==> src/rtl/crypto_seq_ctrl.sv <==
// Byte-chained XOR cipher sequencer: one 32-bit word per handshake, one byte per clock.
// Optional macro CRYPTO_SEQ_CHAIN_EN carries the last ciphertext byte across words.
module crypto_seq_ctrl #(
  parameter logic [7:0] IV    = 8'h9B,
  parameter int         CNT_W = 16
) (
  input  logic             clk,
  input  logic             rst_n,
  input  logic             key_we,
  input  logic [31:0]      key_in,
  input  logic             in_valid,
  output logic             in_ready,
  input  logic [31:0]      in_data,
  input  logic             in_mode,
  output logic             out_valid,
  input  logic             out_ready,
  output logic [31:0]      out_data,
  output logic             busy,
  output logic [1:0]       step,
  output logic [CNT_W-1:0] word_cnt,
  input  logic             chain_clr
);

  // state   | meaning
  // S_IDLE  | waiting for a word; key register writable
  // S_RUN   | computing byte step_q, one per clock
  // S_DONE  | result presented until out_ready
  typedef enum logic [1:0] {S_IDLE, S_RUN, S_DONE} state_t;

  state_t           state_q, state_d;
  logic [31:0]      key_q, key_d;
  logic [31:0]      data_q, data_d;
  logic [31:0]      acc_q, acc_d;
  logic             mode_q, mode_d;
  logic [1:0]       step_q, step_d;
  logic [CNT_W-1:0] cnt_q, cnt_d;

  logic       accept, hs;
  logic [1:0] step_m1;
  logic [7:0] chain_b, p_b, k_b, prev_b, r_b;

  assign accept  = (state_q == S_IDLE) && in_valid;
  assign hs      = (state_q == S_DONE) && out_ready;
  assign step_m1 = step_q - 2'd1;

  always_ff @(posedge clk) begin
    if (!rst_n) begin
      state_q <= S_IDLE;
    end else begin
      state_q <= state_d;
    end
  end

  always_comb begin
    state_d = state_q;
    case (state_q)
      S_IDLE:  if (in_valid) state_d = S_RUN;
      S_RUN:   if (step_q == 2'd3) state_d = S_DONE;
      S_DONE:  if (out_ready) state_d = S_IDLE;
      default: state_d = S_IDLE;
    endcase
  end

  always_comb begin
    in_ready  = (state_q == S_IDLE);
    out_valid = (state_q == S_DONE);
    busy      = (state_q != S_IDLE);
  end

  assign out_data = acc_q;
  assign step     = step_q;
  assign word_cnt = cnt_q;

  // Byte 0 chains from the chain byte; later bytes from the previous ciphertext byte,
  // which is the result when encrypting and the latched input when decrypting.
  always_comb begin
    p_b    = data_q[{step_q, 3'b000} +: 8];
    k_b    = key_q[{step_q, 3'b000} +: 8];
    prev_b = chain_b;
    if (step_q != 2'd0) begin
      prev_b = mode_q ? data_q[{step_m1, 3'b000} +: 8] : acc_q[{step_m1, 3'b000} +: 8];
    end
    r_b = prev_b ^ p_b ^ k_b;
  end

  always_comb begin
    key_d  = key_q;
    data_d = data_q;
    mode_d = mode_q;
    acc_d  = acc_q;
    step_d = step_q;
    cnt_d  = cnt_q;
    if (state_q == S_IDLE && key_we) key_d = key_in;
    if (accept) begin
      data_d = in_data;
      mode_d = in_mode;
      acc_d  = '0;
      step_d = 2'd0;
    end else if (state_q == S_RUN) begin
      acc_d[{step_q, 3'b000} +: 8] = r_b;
      if (step_q != 2'd3) step_d = step_q + 2'd1;
    end
    if (hs) cnt_d = cnt_q + CNT_W'(1);
  end

  always_ff @(posedge clk) begin
    if (!rst_n) begin
      key_q  <= '0;
      data_q <= '0;
      mode_q <= 1'b0;
      acc_q  <= '0;
      step_q <= 2'd0;
      cnt_q  <= '0;
    end else begin
      key_q  <= key_d;
      data_q <= data_d;
      mode_q <= mode_d;
      acc_q  <= acc_d;
      step_q <= step_d;
      cnt_q  <= cnt_d;
    end
  end

`ifdef CRYPTO_SEQ_CHAIN_EN
  logic [7:0] chain_q, chain_d;

  always_comb begin
    chain_d = chain_q;
    if (chain_clr) begin
      chain_d = IV;
    end else if (hs) begin
      chain_d = mode_q ? data_q[31:24] : acc_q[31:24];
    end
  end

  always_ff @(posedge clk) begin
    if (!rst_n) begin
      chain_q <= IV;
    end else begin
      chain_q <= chain_d;
    end
  end

  assign chain_b = chain_q;
`else
  logic unused_chain_clr;
  assign unused_chain_clr = chain_clr;
  assign chain_b          = IV;
`endif

endmodule

==> config.mk <==
export PLATFORM = sky130hd
export DESIGN_NAME = crypto_seq_ctrl
export DESIGN_NICKNAME = d
export VERILOG_FILES = /design/src/rtl/crypto_seq_ctrl.sv
export SDC_FILE = /design/constraint.sdc
export NUM_CORES = 1
export LEC_CHECK = 0
export ABC_CLOCK_PERIOD_IN_PS = 3610
export BUFFER_PORTS_ARGS = -buffer_cell sky130_fd_sc_hd__buf_2
export CAP_MARGIN = 20
export CORE_MARGIN = 2
export CORE_UTILIZATION = 58
export DETAILED_ROUTE_END_ITERATION = 16
export GPL_ROUTABILITY_DRIVEN = 0
export PLACE_DENSITY = 0.85
export SLEW_MARGIN = 20
export SYNTH_ARGS = -nofsm -noshare
export SYNTH_HDL_FRONTEND = slang
export SYNTH_SLANG_ARGS = --single-unit
export TNS_END_PERCENT = 30
==> constraint.sdc <==
create_clock -name clk -period 3.61 [get_ports clk]
set_input_delay 0.361 -clock clk [delete_from_list [all_inputs] [get_ports clk]]
set_output_delay 0.361 -clock clk [all_outputs]
set_load 0.05 [all_outputs]
After elaboration in Yosys (flattened, before gate mapping)

Cells that the tools add are included.

Reduce and logical (&&, ||, !) cells: 9
Add/subtract/negate cells: 4
Bitwise operators: 3
Shift operators: 6
Equality and inequality tests: 7
Mux-type cells: 7

Operator list:

| operator               | count |
|---|---|
| $shiftx 32x6->8        | 4 |
| $bwmux 32              | 1 |
| $shift 8x7->32 const A | 1 |
| $shiftx 8x7->32        | 1 |
| $add 16x1->16 const B  | 1 |
| $mux 8                 | 2 |
| $xor 8x8->8            | 2 |
| $neg 5->7              | 1 |
| $mux 2                 | 3 |
| $ne 2x2->1 const B     | 3 |
| $pmux 2 s3             | 1 |
| $eq 2x2->1 const B     | 2 |
| $reduce_bool 2->1      | 2 |
| $logic_and 1x1->1      | 3 |
| $reduce_and 3->1       | 1 |
| $add 2x1->2 const B    | 1 |
| $eq 2x1->1 const B     | 1 |
| $logic_not 2->1        | 1 |
| $ne 2x1->1 const B     | 1 |
| $reduce_and 2->1       | 1 |
| $reduce_or 2->1        | 1 |
| $sub 2x1->2 const B    | 1 |
| $not 1->1              | 1 |

Logic and storage cells: 43
Output and inout port bits: 53
Register bits after elaboration: 117

Longest topological paths before layout

Depth after elaboration: 8
Depth in mapped cells: 8
Gate-level depth less buffers: 6

Least setup slack after synthesis

OpenSTA, ideal clock, no wires.

Path type: reg2reg
Start: reg step_q[0], in the netlist step[0]
End: reg acc_q[24], in the netlist out_data[24]
Required time: 3.526 ns
Path slack: 0.993 ns
Arrival: 2.533 ns
Clock period less this slack: 2.617 ns
Cell stages (with the launch flop): 9
Buffers on the path: 3
Cells stage by stage: dfxtp_1 -> buf_2 -> inv_2 -> ha_1 -> clkbuf_1 -> nand2b_1 -> or4_4 -> buf_6 -> o31ai_2

Cells in the longest elaborated chain, start to end: 8
Elaborated cells on any way between the ends: 14

Ends and longest elaborated chain:

| item                        | RTL line | RTL |
|---|---|---|
| from (decl)                 | 35       | `logic [1:0] step_q, step_d;` |
| from (signal assigned)      | 119      | `step_q <= step_d;` |
| $sub 2x1->2 *               | 44       | `assign step_m1 = step_q - 2'd1;` |
| via step_m1[0]              | 39       | `logic [1:0] step_m1;` |
| $shiftx 32x6->8             | 81       | `prev_b = mode_q ? data_q[{step_m1, 3'b000} +: 8] : acc_q[{step_m1, 3'b000} +: 8];` |
| $mux 8 *                    | 81       |  |
| $mux 8 *                    | 80       | `if (step_q != 2'd0) begin` |
| $xor 8x8->8 * (2 in series) | 83       | `r_b = prev_b ^ p_b ^ k_b;` |
| $shiftx 8x7->32 *           | 100      | `acc_d[{step_q, 3'b000} +: 8] = r_b;` |
| $bwmux 32 *                 | 100      |  |
| to (signal assigned)        | 111      | `acc_q <= '0;` |
| to (signal assigned)        | 118      | `acc_q <= acc_d;` |
| to (decl)                   | 33       | `logic [31:0] acc_q, acc_d;` |

The timed path passes the listed nets; every way through them passes the cells marked *.
A chain may end at the register's enable or synchronous reset.

Worst setup path in the final report

Start: reg step_q[0], in the netlist step[0]
End: reg acc_q[31], in the netlist out_data[31]

Same word-level chain as after synthesis.

==> impl_metrics.tcl <==
set metrics [dict create \
    status "completed" \
    antennaDiodeCount 0 \
    numPlacedInstances 830 \
    drive_above_1_share_pct 24.90 \
    cts_num_sinks 117 \
    post_cts_buffers 0 \
    synth_edf_count 0 \
    clock_latency_ns 0.54 \
    ys_seq_area_share_pct 43.28 \
    critPathLaunchType "flop" \
    ys_ff_latch 117 \
    antenna_found_initial 0 \
    top_layer "met4" \
    crit_chain "inv_2 > ha_1 > nand2b_1 > or4_4 > o31ai_2" \
    crit_fanout 14 \
    slowest_stage "dfxtp_1" \
    drv_cap 0 \
    drt_wl_total_um 15310 \
    slew_headroom_pct 29.09 \
    worst_path_largest_cell_delay_ns 0.75 \
    nets 815 \
    leakage_uw 0.002878 \
    grt_setup_unrepaired "false" \
    avgSynthCellArea_um2 8.644 \
    io_pins 124 \
    instances_no_fill 862 \
    wl_met3_um 1356 \
    crit_family "simple AND/OR/NAND/NOR gates" \
    hold_path_class "in -> reg" \
    yosysUniqueCellTypes 42 \
    fin_skew_ns 0.01150 \
    yosys_warnings 0 \
    grt_overflow 0 \
    arrival_ns 3.27 \
    synth_cells 626 \
    fin_crit_ns 2.826 \
    hold_buffers 0 \
    synth_top_area_cell "dfxtp_1" \
    fin_crit_sh_pct 78.28 \
    area_growth_pct 23.08 \
    hold_viol 0 \
    ys_top_cells_by_count "nand2_1, dfxtp_1, a21oi_1, mux2i_1, xor2_1" \
    clk_path_buf_depth 2 \
    path_class "reg -> reg" \
    portBuffers 122 \
    crit_buf_inv 1 \
    drv_slew 0 \
    synth_nets 703 \
    synth_area_leaders "dfxtp_1, nand2_1, a21oi_1" \
    post-dp-hpwl_um 10600 \
    post_cts_resize_count 0 \
    grtUsageTotal_pct 30.58 \
    ir_worst_vdd_mv 0.4277 \
    drt_pass1_iterations 5 \
    cts_root_buffer "clkbuf_8" \
    rows 35 \
    cts_buffers 17 \
    route.detailed.drc 0 \
    setup-violations-final 0 \
    dieHeight_um 100.6 \
    core_um2 9153 \
    detail_route.iter0.violations 377 \
    fmax_mhz 353.9 \
    synth_top_area_share_pct 43.28 \
    setup_tns_ns 0 \
    netlist_area_um2 5411 \
    via_per_inst 5.979 \
    die-width_um 100.6 \
    synth_most_common_cell "nand2_1" \
    wl_met2_um 7378 \
    cellPowerDensity_nw_per_um2 525.1 \
    ff2ff_setup_slack_ns 0.78 \
    htreeDepth 4 \
    tightest_slew_ns 1.062 \
    dr_total_vias 5154 \
    grt_pass1_wl_um 24250 \
    dieArea_um2 10120 \
    cp-end-kind "flop" \
    drt-met1-wl_um 6255 \
    clk_pin_slew_ns 0.06 \
    critical_path_required_ns 4.05 \
    grt_max_degree 57 \
    cts_tree "yes" \
    ys.flop_type "dfxtp_1" \
    ant_nets 0 \
    async_flop_share_pct 0 \
    first_global_vias 4895 \
    start_util_pct 59.13 \
    routedWlPerCell_um 17.76 \
]
flip-flops by register name, indices dropped and copies added, names as in the netlist:
register / flops
data_q: 32
step: 2
word_cnt: 16
state_q: 2
out_data: 32
key_q: 32
mode_q: 1
final timing paths:
check | startpoint | endpoint | cells after the start
worst max register to register | step[0]$_SDFFE_PP0P_ | out_data[31]$_SDFFE_PP0P_ | 5
worst max-delay path | step[0]$_SDFFE_PP0P_ | out_data[31]$_SDFFE_PP0P_ | 5
worst min register to register | key_q[11]$_SDFFE_PN0P_ | key_q[11]$_SDFFE_PN0P_ | 2
worst min-delay path | key_in[3] | key_q[3]$_SDFFE_PN0P_ | 3
final cells by class:
| type | instances | area, um^2 |
|---|---|---|
| tap | 111 | 138.9 |
| fill | 618 | 2492 |
| multi-input combinational | 469 | 2915 |
| sequential | 117 | 2342 |
| clock buffer | 17 | 414.1 |
| clock inverter | 15 | 182.7 |
| inverter | 7 | 26.28 |
| timing repair buffer | 126 | 640.6 |
report_power, final:
| part | switching [uW] | internal, uW |
|---|---|---|
| clock | 634 | 1050 |
| sequential | 58.9 | 1340 |
| combinational | 252 | 155 |
| total | 945 | 2550 |
worst register-to-register path, cell delays in order, from the launching register on:
cell      delay (ns)
dfxtp_1         0.75
inv_2           0.32
ha_1            0.49
nand2b_1        0.26
or4_4           0.64
o31ai_2         0.28
layer usage:
layer  up-vias  GRT usage (%)
met5         -              0
met4         0          10.12
met3        44          8.391
met2       297          49.74
met1      2401          39.42
li1       2412              -
cell families (layout without fill, tap and decap cells):
logic type | count (synthesis) | after routing | synth area share [%]
AND/OR/NAND/NOR | 241 | 241 | 19.56
AO/OA/AOI/OAI | 139 | 139 | 16.21
flip-flops | 117 | 117 | 43.28
multiplexers | 42 | 42 | 9.619
XOR/XNOR | 41 | 41 | 6.636
buffers and inverters | 40 | 165 | 3.306
adder cells (fa/ha/maj) | 6 | 6 | 1.387
cells in the final DEF (no fill, tap or decap), types with 6 or more instances in the layout:
| cell type | Yosys | layout |
|---|---|---|
| dfxtp_1 | 117 | 117 |
| o22ai_1 | 6 | 6 |
| mux2i_1 | 34 | 34 |
| mux4_2 | 8 | 8 |
| xor2_1 | 34 | 34 |
| o31ai_2 | 8 | 8 |
| buf_2 | 5 | 122 |
| nand2_1 | 166 | 165 |
| o31ai_1 | 18 | 18 |
| nand3_1 | 8 | 8 |
| a21oi_1 | 77 | 77 |
| and3_1 | 6 | 6 |
| xnor2_1 | 7 | 7 |
| nor2_1 | 25 | 25 |
| ha_1 | 6 | 6 |
| a22oi_1 | 14 | 14 |
| clkbuf_16 | 0 | 16 |
through the flow:
step | power, uW | area (um^2) | hold slack, ns | util, % | worst slack (ns)
after floorplan | 1691 | 5411 | 0.4478 | - | 0.9929
after global placement | 1797 | 6045 | 0.4485 | 66.04 | 0.9251
after detailed placement | 1816 | 6045 | 0.4620 | 66.04 | 0.8601
after CTS | 3481 | 6641 | 0.06051 | 72.56 | 0.8237
after global routing | 3595 | 6660 | 0.06583 | 72.77 | 0.5886
final | 3497 | 6660 | 0.05711 | 72.77 | 0.7841
No activity file was read; power rests on OpenSTA's default activity.
